<file path="config.mk">
export PLATFORM = sky130hd
export DESIGN_NAME = control_unit
export DESIGN_NICKNAME = d
export VERILOG_FILES = /design/src/rtl/cpu_pkg.sv /design/src/rtl/ctrl_decode.sv /design/src/rtl/control_unit.sv
export SDC_FILE = /design/constraint.sdc
export NUM_CORES = 1
export LEC_CHECK = 0
export ABC_AREA = 1
export CAP_MARGIN = 20
export CORE_MARGIN = 2
export CORE_UTILIZATION = 39
export DETAILED_ROUTE_END_ITERATION = 16
export PLACE_DENSITY_LB_ADDON = 0.12
export SYNTH_ARGS = -nofsm -noshare
export SYNTH_HDL_FRONTEND = slang
export SYNTH_HIERARCHICAL = 1
export SYNTH_SLANG_ARGS = --single-unit
</file>
<file path="constraint.sdc">
create_clock -name clk -period 1.8 [get_ports clk]
set_input_delay 0.36 -clock clk [delete_from_list [all_inputs] [get_ports clk]]
set_output_delay 0.36 -clock clk [all_outputs]
set_load 0.02 [all_outputs]
</file>
<file path="src/rtl/cpu_pkg.sv">
// Shared definitions for the microcoded CPU control path: opcodes, T-state
// encoding and the packed control word driven onto the datapath.
package cpu_pkg;

    localparam int OP_W_DEF = 4;

    localparam logic [3:0] OPC_NOP = 4'b0000;
    localparam logic [3:0] OPC_LDA = 4'b0001;
    localparam logic [3:0] OPC_ADD = 4'b0010;
    localparam logic [3:0] OPC_SUB = 4'b0011;
    localparam logic [3:0] OPC_STA = 4'b0100;
    localparam logic [3:0] OPC_LDI = 4'b0101;
    localparam logic [3:0] OPC_JMP = 4'b0110;
    localparam logic [3:0] OPC_JC  = 4'b0111;
    localparam logic [3:0] OPC_JZ  = 4'b1000;
    localparam logic [3:0] OPC_OUT = 4'b1110;
    localparam logic [3:0] OPC_HLT = 4'b1111;

    // T-states use their own number so tstate can be driven straight from the register.
    typedef enum logic [2:0] {
        ST_T0   = 3'd0,
        ST_T1   = 3'd1,
        ST_T2   = 3'd2,
        ST_T3   = 3'd3,
        ST_T4   = 3'd4,
        ST_T5   = 3'd5,
        ST_HALT = 3'd6
    } state_e;

    typedef struct packed {
        logic pc_rd;
        logic ir_rd;
        logic ram_rd;
        logic a_rd;
        logic alu_rd;
        logic pc_wr;
        logic mar_wr;
        logic ir_wr;
        logic ram_wr;
        logic a_wr;
        logic b_wr;
        logic out_wr;
        logic pc_inc;
        logic alu_sub;
        logic flags_wr;
    } ctrl_word_t;

    localparam ctrl_word_t CTRL_IDLE = '0;

    function automatic logic is_alu_op(input logic [3:0] op);
        return (op == OPC_ADD) || (op == OPC_SUB);
    endfunction

endpackage

</file>
<file path="src/rtl/ctrl_decode.sv">
// Combinational microcode: maps (T-state, opcode, flags) to the control word
// and reports whether this step ends the instruction or enters HALT.
module ctrl_decode
    import cpu_pkg::*;
#(
    parameter int OP_W = OP_W_DEF
) (
    input  state_e          state,
    input  logic [OP_W-1:0] opcode,
    input  logic            carry_flag,
    input  logic            zero_flag,
    output ctrl_word_t      ctrl,
    output logic            last_step,
    output logic            enter_halt
);

    logic [3:0] op;
    assign op = opcode[3:0];

    always_comb begin
        ctrl       = CTRL_IDLE;
        last_step  = 1'b0;
        enter_halt = 1'b0;
        case (state)
            ST_T0: begin
                ctrl.pc_rd  = 1'b1;
                ctrl.mar_wr = 1'b1;
            end
            ST_T1: begin
                ctrl.ram_rd = 1'b1;
                ctrl.ir_wr  = 1'b1;
                ctrl.pc_inc = 1'b1;
            end
            ST_T2: begin
                case (op)
                    OPC_LDA, OPC_ADD, OPC_SUB, OPC_STA: begin
                        ctrl.ir_rd  = 1'b1;
                        ctrl.mar_wr = 1'b1;
                    end
                    OPC_LDI: begin
                        ctrl.ir_rd = 1'b1;
                        ctrl.a_wr  = 1'b1;
                        last_step  = 1'b1;
                    end
                    OPC_JMP: begin
                        ctrl.ir_rd = 1'b1;
                        ctrl.pc_wr = 1'b1;
                        last_step  = 1'b1;
                    end
                    OPC_JC: begin
                        ctrl.ir_rd = carry_flag;
                        ctrl.pc_wr = carry_flag;
                        last_step  = 1'b1;
                    end
                    OPC_JZ: begin
                        ctrl.ir_rd = zero_flag;
                        ctrl.pc_wr = zero_flag;
                        last_step  = 1'b1;
                    end
                    OPC_OUT: begin
                        ctrl.a_rd   = 1'b1;
                        ctrl.out_wr = 1'b1;
                        last_step   = 1'b1;
                    end
                    OPC_HLT: enter_halt = 1'b1;
                    // NOP and every undefined opcode fall through to a bare T2.
                    default: last_step = 1'b1;
                endcase
            end
            ST_T3: begin
                if (op == OPC_LDA) begin
                    ctrl.ram_rd = 1'b1;
                    ctrl.a_wr   = 1'b1;
                    last_step   = 1'b1;
                end else if (op == OPC_STA) begin
                    ctrl.a_rd   = 1'b1;
                    ctrl.ram_wr = 1'b1;
                    last_step   = 1'b1;
                end else if (is_alu_op(op)) begin
                    ctrl.ram_rd = 1'b1;
                    ctrl.b_wr   = 1'b1;
                end else begin
                    last_step = 1'b1;
                end
            end
            ST_T4: begin
                if (is_alu_op(op)) begin
                    ctrl.alu_rd   = 1'b1;
                    ctrl.a_wr     = 1'b1;
                    ctrl.flags_wr = 1'b1;
                    ctrl.alu_sub  = (op == OPC_SUB);
                end
                last_step = 1'b1;
            end
            ST_HALT: ;
            // T5 is reserved and any stray encoding recovers to T0 silently.
            default: last_step = 1'b1;
        endcase
    end

endmodule

</file>
<file path="src/rtl/control_unit.sv">
// T-state sequencer: owns the state register and gates the decoded control
// word with run and reset; all microcode lives in ctrl_decode.
module control_unit
    import cpu_pkg::*;
#(
    parameter int OP_W = OP_W_DEF
) (
    input  logic            clk,
    input  logic            clr_n,
    input  logic            run,
    input  logic [OP_W-1:0] ir_opcode,
    input  logic            carry_flag,
    input  logic            zero_flag,
    output logic            pc_rd,
    output logic            ir_rd,
    output logic            ram_rd,
    output logic            a_rd,
    output logic            alu_rd,
    output logic            pc_wr,
    output logic            mar_wr,
    output logic            ir_wr,
    output logic            ram_wr,
    output logic            a_wr,
    output logic            b_wr,
    output logic            out_wr,
    output logic            pc_inc,
    output logic            alu_sub,
    output logic            flags_wr,
    output logic [2:0]      tstate,
    output logic            halted
);

    state_e     state_reg;
    state_e     state_next;
    ctrl_word_t dec_ctrl;
    ctrl_word_t ctrl_out;
    logic       last_step;
    logic       enter_halt;

    ctrl_decode #(.OP_W(OP_W)) u_decode (
        .state      (state_reg),
        .opcode     (ir_opcode),
        .carry_flag (carry_flag),
        .zero_flag  (zero_flag),
        .ctrl       (dec_ctrl),
        .last_step  (last_step),
        .enter_halt (enter_halt)
    );

    always_comb begin
        state_next = state_reg;
        if (run && state_reg != ST_HALT) begin
            if (enter_halt)
                state_next = ST_HALT;
            else if (last_step)
                state_next = ST_T0;
            else
                state_next = state_e'(state_reg + 3'd1);
        end
    end

    always_ff @(posedge clk) begin
        if (!clr_n)
            state_reg <= ST_T0;
        else
            state_reg <= state_next;
    end

    // Reset is visible immediately on the outputs, not only after the edge.
    assign ctrl_out = (clr_n && run) ? dec_ctrl : CTRL_IDLE;
    assign tstate   = clr_n ? state_reg : 3'd0;
    assign halted   = clr_n && (state_reg == ST_HALT);

    assign pc_rd    = ctrl_out.pc_rd;
    assign ir_rd    = ctrl_out.ir_rd;
    assign ram_rd   = ctrl_out.ram_rd;
    assign a_rd     = ctrl_out.a_rd;
    assign alu_rd   = ctrl_out.alu_rd;
    assign pc_wr    = ctrl_out.pc_wr;
    assign mar_wr   = ctrl_out.mar_wr;
    assign ir_wr    = ctrl_out.ir_wr;
    assign ram_wr   = ctrl_out.ram_wr;
    assign a_wr     = ctrl_out.a_wr;
    assign b_wr     = ctrl_out.b_wr;
    assign out_wr   = ctrl_out.out_wr;
    assign pc_inc   = ctrl_out.pc_inc;
    assign alu_sub  = ctrl_out.alu_sub;
    assign flags_wr = ctrl_out.flags_wr;

endmodule

</file>
Yosys cells after proc, flatten, opt, wreduce, memory -nomap -nowiden
Cells that the tools add are included.

$add $sub $neg: 1. Equality and inequality tests: 16. Muxes and demuxes: 37. Reduce and logical (&&, ||, !) cells: 9.

Operator list (number): two-way mux 1 bit (24); equality test 4 x 3 -> 1 bit (second input constant) (4); two-way mux 15 bit (1); equality test 4 bit (second input constant) (3); one-hot mux 1 bit (3 select lines) (4); two-way mux 3 bit (3); equality test 4 x 2 -> 1 bit (second input constant) (2); equality test 3 x 2 -> 1 bit (second input constant) (2); equality test 3 bit (second input constant) (2); one-hot mux 1 bit (2 select lines) (3); OR reduction 6 bit (1); OR reduction 5 bit (1); equality test 4 x 1 -> 1 bit (second input constant) (1); two-way mux 2 bit (2); OR reduction 4 bit (1); adder 3 x 1 -> 3 bit (second input constant) (1); equality test 3 x 1 -> 1 bit (second input constant) (1); logical AND 1 bit (3); logical NOT 3 bit (1); != test 3 bit (second input constant) (1); OR reduction 3 bit (1); logical OR 1 bit (1).

Register bits: 3. Input bits: 9. Output and inout port bits: 19. Word-level logic and storage cells: 64.

Longest topological paths before layout
Gate-level depths: netlist (run 1).

Depth after elaboration: 8. Gate-level depth with buffers: 10. Mapped depth without buffers: 10.

Hierarchy
The synthesis (run 1) kept the hierarchy.

Modules (own cells, without submodules): control_unit (times used 1, cells an instance 66, area each 369.1 um^2, sequential area each 60.1 um^2); ctrl_decode (times used 1, cells an instance 72, area each 306.5 um^2, sequential area each 0.0 um^2).

Worst setup path after synthesis (run 1)
No wires, ideal clock.

Kind: register to output. Start point: register state_reg[2]. End point: output alu_sub. Data arrival time: 1172 ps. Setup slack: 268 ps. Cell stages (with the launch flop): 7. Path through: dfxtp_1 > inv_1 > nor3_1 > nand2_1 > nor2_1 > inv_1 > nor2_1.

RTL lines: start, declared (line control_unit.sv:33) `state_e state_reg;`; start signal, assigned (line control_unit.sv:66) `state_reg <= state_next;`; end, declared (line control_unit.sv:27) `output logic alu_sub,`.

==> results of run 1 <==
[Yosys cell counts, drive strengths merged]
| cell type | n |
|---|---|
| nand3b | 1 |
| nand3 | 6 |
| o211ai | 1 |
| o22ai | 1 |
| nand2 | 38 |
| a21oi | 3 |
| nand4 | 1 |
| nor3 | 1 |
| nor2 | 37 |
| o21ai | 1 |
| buf | 3 |
| ha | 2 |
| inv | 40 |
| dfxtp | 3 |
[metrics by stage]
step | TNS, ps | instances | util [%] | setup WS (ps)
2_1_floorplan | 0 | 138 | - | 267.9
3_3_place_gp | -10480 | 199 | 65.32 | -726.3
3_5_place_dp | -10860 | 199 | 65.32 | -751.7
4_1_cts | -12.48 | 207 | 68.91 | -12.48
5_1_grt | -389.1 | 210 | 71.01 | -80.63
6_report | 0 | 210 | 71.01 | 17.01
[metal layers]
layer | wire length [microns] | part of all wire (%)
met1 | 880 | 45
met2 | 1004 | 52
met3 | 47 | 2.4
met4 | 10 | 0.51
met5 | 0 | 0
[cells by family (layout without fill, tap and decap cells)]
group | count (synthesis) | in the layout | synth area share (%)
flip-flops | 3 | 3 | 8.889
AND/OR/NAND/NOR | 84 | 84 | 56.30
adder cells (fa/ha/maj) | 2 | 2 | 3.703
buffers and inverters | 43 | 98 | 26.11
AO/OA/AOI/OAI | 6 | 6 | 5.000
[area by class of cell]
type	instances	area (sq um)	share of cell area, %
Inverter	40	150.1	12.66
Sequential cell	3	66.31	5.591
Timing Repair Buffer	54	451.7	38.08
Clock buffer	4	26.28	2.215
Multi-Input combinational cell	92	470.5	39.66
Tap cell	17	21.27	1.793
[critical path: stages, from the launching register on]
cell             delay, ps
dfxtp_2                340
inv_1                  100
nand3_1                190
nor2_1                 150
inv_1                   70
nor2_4                  90
clkdlybuf4s15_2        250
[worst max-delay path by stage]
stage                  from       to  slack [ps]  depth (start not counted)
5_1_grt        state_reg[2]  alu_sub         -80                          7
6_report       state_reg[2]     b_wr          20                          6
4_1_cts           zero_flag    ir_rd         -10                         10
3_3_place_gp   ir_opcode[3]     a_wr        -730                          9
2_1_floorplan  state_reg[2]  alu_sub         270                          6
3_5_place_dp   ir_opcode[3]    ir_rd        -750                          9
[layout by cell type (no fill, tap or decap)]
cell and n:
inv_1 36, nand2_1 33, buf_4 27, nor2_1 22
nor2_2 11, buf_2 7, nand3_1 6, clkbuf_2 5
buf_6 5, nor2_4 4, inv_2 4, clkdlybuf4s15_2 4
nand2_2 4, a21oi_1 3, clkbuf_4 3, dlymetal6s2s_1 3
ha_1 2, buf_12 2, dfxtp_2 2, nand2_4 1
nand3b_1 1, o21ai_0 1, clkbuf_1 1, clkdlybuf4s50_1 1
dfxtp_4 1, nor3_1 1, nand4_1 1, o22ai_2 1
o211ai_1 1
[power by group through the flow]
stage	Combinational [mW]	Clock, mW	Sequential [mW]
2_1_floorplan	0.135	0	0.0901
3_3_place_gp	0.248	0	0.0866
3_5_place_dp	0.253	0	0.0870
4_1_cts	0.261	0.122	0.0867
5_1_grt	0.309	0.132	0.0899
6_report	0.279	0.115	0.0891
[repair_timing]
action | CTS | global route
pin swaps | 5 | 12
setup buffers | 4 | 3
gates resized for setup | 82 | 33
setup endpoints to repair | 19 | 19
==> metrics.txt, run 1 <==
#FFs+latches synth=3; Endpoint, Worst Hold=state_reg[0]; DR vias=911; post-route cell area=1186 sq um; die width=45.62 microns; Logic pwr share=around 58%; Die H=45.62 microns; setup repair after global routing missed its margin=yes; largest net degree at the start of global routing=9; switch share=roughly two fifths; final hold vios=0; DRT Pass-1 Iters=4; Syn Std Cell Area=675.6 sq um; Final period util=99.06%; GRT busiest layer=met2; Hold WS=around 650 ps; Worst Skew=1.470 ps; Worst setup SP type=flop; syn avg cell area=4.896 sq um; Worst R2R Path Depth=10; gp weighted congestion=between 0.8 and 0.9; CORE AREA=~1700 sq um; clock slew at reported path FFs=40 ps; Worst EP required=1440 ps; root buf cell=clkbuf_4; CTS H-Tree Depth=1; final setup fails=0; vias in the first global route=between 700 and 800; post-route ant nets=0; CTS tree=done; status=complete, no violations; sequential area share after synthesis=8.889%; IO Count=28; Setup Crit Path Kind=reg2out; max_cap viols=0; DP HPWL=1430 microns; post-synth cell types=20; crit-path max FO=5; P&R area growth vs syn=75.56%; Final nets=205; crit path time final=between 1500 and 2000 ps; Port Buffers=27; Leakage=~0.7 nW; Post-DP Area=1091 sq um; routed wire length=1943 microns; met1 usage=25.95%; mean routed wirelength per cell=9.252 microns; YS warnings=6; r2r setup slk=470 ps; GRT overflow=0; Synth area leader=inv_1; Crit. End Element=output pin; Max Slew Vio Count=0; VDD IR max=between 0.5 and 0.6 mV; antenna cells=0; Hold Crit Start=clr_n; Power Total=0.4838 mW; Slew @ Worst Pin=234.4 ps; Yosys top cell area share=a little over a fifth; worst r2r dst=state_reg[0]; Slew HR=between 80% and 90%; Hold Path Depth=4; Int Power=0.2915 mW; Synthesized Nets=149; layout cell share with drive strength beyond 1=41.97%; insertion delay to the later sink of the worst-skew pair=around 230 ps; CTS Buffer Depth=2; total CTS buffers=3; f_max=560.9 MHz; die area=2081 sq um; fill count=157; Pwr Density=407.9 nW/um^2; Clk pwr share=23.9%; Initial Util=40.45%; critical path arrival=1420 ps; row cnt=15; Gate Count Post-Synth=138; Seq pwr share=18.4%; gr usage total=19.89%; Hold WC Path Type=in2reg; number of remaining DRC errors=0; CTS hold repair buffers=0; met2 global-route usage=33.24%; ranking of synthesized cells by area=inv_1 22%, nand2_1 20%, nor2_1 14%; global-route wire length before repair=3015 microns; drt via density=4.338; worst reg2reg startpoint=state_reg[2]; DR iter-0 viols=20; initial antenna violation count=0; Switching Power=approximately 0.19 mW; met3 capacity usage during global routing=2.381%; Clock Sinks=3; max FFs per register=3
(Power assumes the default switching activity.)
==> inputs of run 2 (changes only) <==
Settings changed: GPL_ROUTABILITY_DRIVEN set to 0.
==> results of run 2 <==
Final layout, timing and power as in run 1 (identical DEF).
==> inputs of run 3 (changes only) <==
Settings changed: ABC_AREA 1 to unset, GPL_ROUTABILITY_DRIVEN 0 to unset, MAX_ROUTING_LAYER set to met4.
==> run 3 against run 2 <==
  * The run now ends with negative setup slack left
  * Clock-buffer cell count did not move
  * Die area fell by 4.2%
  * Synthesized area fell by 4.6%
  * First-iteration DRC count rose by 25%
  * Critical path depth fell by 1
  * Global-route usage rose by 6.7 points
  * Clock skew rose by 3.7 ps
  * Register-to-register slack got worse by 380 ps
  * Sequential power fell by 9.3%
  * Largest power group unchanged
  * Highest routed layer is now met3
==> metrics.txt, run 3 <==
number of remaining DRC errors=0; met2 global-route usage=49.28%; layout cell share with drive strength beyond 1=about 64%; Synth area leader=and3_1; Slew @ Worst Pin=393.5 ps; Synthesized Nets=100; drt via density=5.903; violated checks=negative setup slack; Adder-Cell Fraction of Synth Area=3.883%; YS warnings=6; post-synth cell types=42; vias in the first global route=between 800 and 900; root buf cell=clkbuf_4; Crit. End Element=output pin; Post-synth ARST share=0%; CORE AREA=1524 sq um; max FFs per register=3; clock slew at reported path FFs=around 40 ps; gp weighted congestion=between 0.8 and 0.9; fin util=83.83%; Final nets=150; DR iter-0 viols=25; insertion delay to the later sink of the worst-skew pair=240 ps; Setup WS post-layout=-129.8 ps; post-route ant nets=0; top post-synthesis cells by count=11 x and3_1, 7 x nor2_1, 5 x and3_2, 5 x nand2_1, 5 x nor3_1; Setup Crit Path Kind=reg2out; GRT busiest layer=met2; setup repair after global routing missed its margin=yes; Leakage=0.6380 nW; fill count=between 90 and 100; Max Slew Vio Count=0; ranking of synthesized cells by area=and3_1 11%, dfxtp_1 9.3%, and3_2 5.8%; mean routed wirelength per cell=17.73 microns; Synth Area in XOR/XNOR=2.718%; DP HPWL=roughly 1500 microns; initial antenna violation count=0; CTS Buffer Depth=2; crit path time final=1930 ps; cell with the most instances after synthesis=and3_1; Syn Std Cell Area=between 600 and 700 sq um; antenna cells=0; Hold WS=approximately 700 ps; die width=44.65 microns; worst r2r dst=state_reg[2]; met1 usage=approximately 30%; crit-path max FO=4; Hold WC Path Type=reg2reg; global-route wire length before repair=3864 microns; P&R area growth vs syn=98.25%; Pwr Density=404.9 nW/um^2; worst reg2reg startpoint=state_reg[2]; max_cap viols=0; Initial Util=a little over two fifths; r2r setup slk=90 ps; status=finished, violations left; Yosys top cell area share=10.68%; CTS tree=done; Port Buffers=27; largest net degree at the start of global routing=23; Synth Area in Simple Gates=between 40% and 50%; EDFF count, synth=0; sequential area share after synthesis=9.320%; met3 capacity usage during global routing=2.449%; DR vias=909; post-synthesis mux area share=1.748%; Worst setup SP type=flop; gr usage total=26.54%; critical path arrival=approximately 1600 ps; pre-CTS WS=-955.3 ps; largest family of logic cells by synthesized area=simple AND/OR/NAND/NOR gates; VDD IR max=just under 0.5 mV; syn avg cell area=7.240 sq um; routed wire length=2731 microns; Slew HR=around three quarters; GRT overflow=0; most frequent cells in the layout=22 x buf_4, 14 x buf_6, 9 x and3_1, 9 x buf_2; total CTS buffers=3; predominant post-synthesis flop cell=dfxtp_1; f_max=518.2 MHz; final hold vios=0; Worst R2R Path Depth=7; Power Total=0.5173 mW; IO Count=28; Synth Area in Compound Gates=20.97%; Clock Sinks=3; worst setup path startpoint=state_reg[2]; Worst Skew=5.186 ps; crit path capture=ram_wr; most common cell after layout, fill and taps aside=buf_4; row cnt=14; Gate Count Post-Synth=between 80 and 90; die area=~2000 sq um; CTS H-Tree Depth=1; DRT Pass-1 Iters=4; Die H=44.65 microns; final setup fails=8; Worst EP required=around 1400 ps; #FFs+latches synth=3; Final period util=107.2%; Setup TNS=-391.7 ps
## run 3: cell count changes in the layout (fill, tap and decap cells not counted), sizes merged, moves of 4 or more
cell and change:
inv -36, nand2 -33, nor3 +4, nor2 -30, buf +8, nand3 -5, and3 +16
## run 3: timing repair
item | 4_1_cts | 5_1_grt
gates resized for setup | 122 | 34
pin swaps | 12 | 11
gates cloned | 2 | 0
endpoints found under the setup margin | 22 | 19
hold buffers | 0 | 0
buffers inserted | 1 | 3
## run 3: area by class of cell
| class | instances | area [sq um] | share of cell area (%) |
|---|---|---|---|
| clock buffer | 4 | 26.28 | 2.057 |
| inverter | 4 | 15.01 | 1.175 |
| multi-input combinational | 72 | 655.6 | 51.32 |
| sequential | 3 | 65.06 | 5.093 |
| tap | 16 | 20.02 | 1.567 |
| timing repair buffer | 55 | 495.5 | 38.79 |
## run 3: worst min path at each step
stage | startpoint | end | slack [ps] | cells after the start
after floorplan | run | state_reg[2] | 540 | 1
after global placement | state_reg[1] | state_reg[1] | 720 | 3
after detailed placement | state_reg[1] | state_reg[1] | 700 | 3
after CTS | state_reg[1] | state_reg[1] | 710 | 3
after global routing | state_reg[1] | state_reg[1] | 750 | 3
final | state_reg[1] | state_reg[1] | 700 | 3
## run 3: logic make-up after synthesis
kind of cell               count (synthesis)
xor gates and xnor gates                   2
AOI/OAI and AO/OA                         16
buffers and inverters                     14
and+or+nand+nor                           51
muxes                                      1
adders and majority gates                  2
DFF                                        3
## run 3: critical path: stages (launching register included)
cell	delay [ps]
dfxtp_4	350
and2b_4	310
nand2_4	80
and4bb_2	290
and3_1	180
buf_6	120
## run 3: where the power goes
| part | switching [mW] | total [mW] | internal (mW) |
|---|---|---|---|
| registers | 0.00805 | 0.0808 | 0.0727 |
| logic | 0.157 | 0.317 | 0.159 |
| clock network | 0.0368 | 0.120 | 0.0832 |
## run 3: layer usage
metal  routed length, microns  part of all wire, %  vias up
met5                        0                    0        -
met4                        0                    0        0
met3                      108                  4.0        0
met2                     1524                   56       28
met1                     1098                   40      459
li1                         -                    -      422
## run 3: metrics by stage
step,area (sq um),std cells
final,1277,154
after global routing,1277,154
after CTS,1157,151
after detailed placement,1049,144
after global placement,1049,144
after floorplan,644.4,89
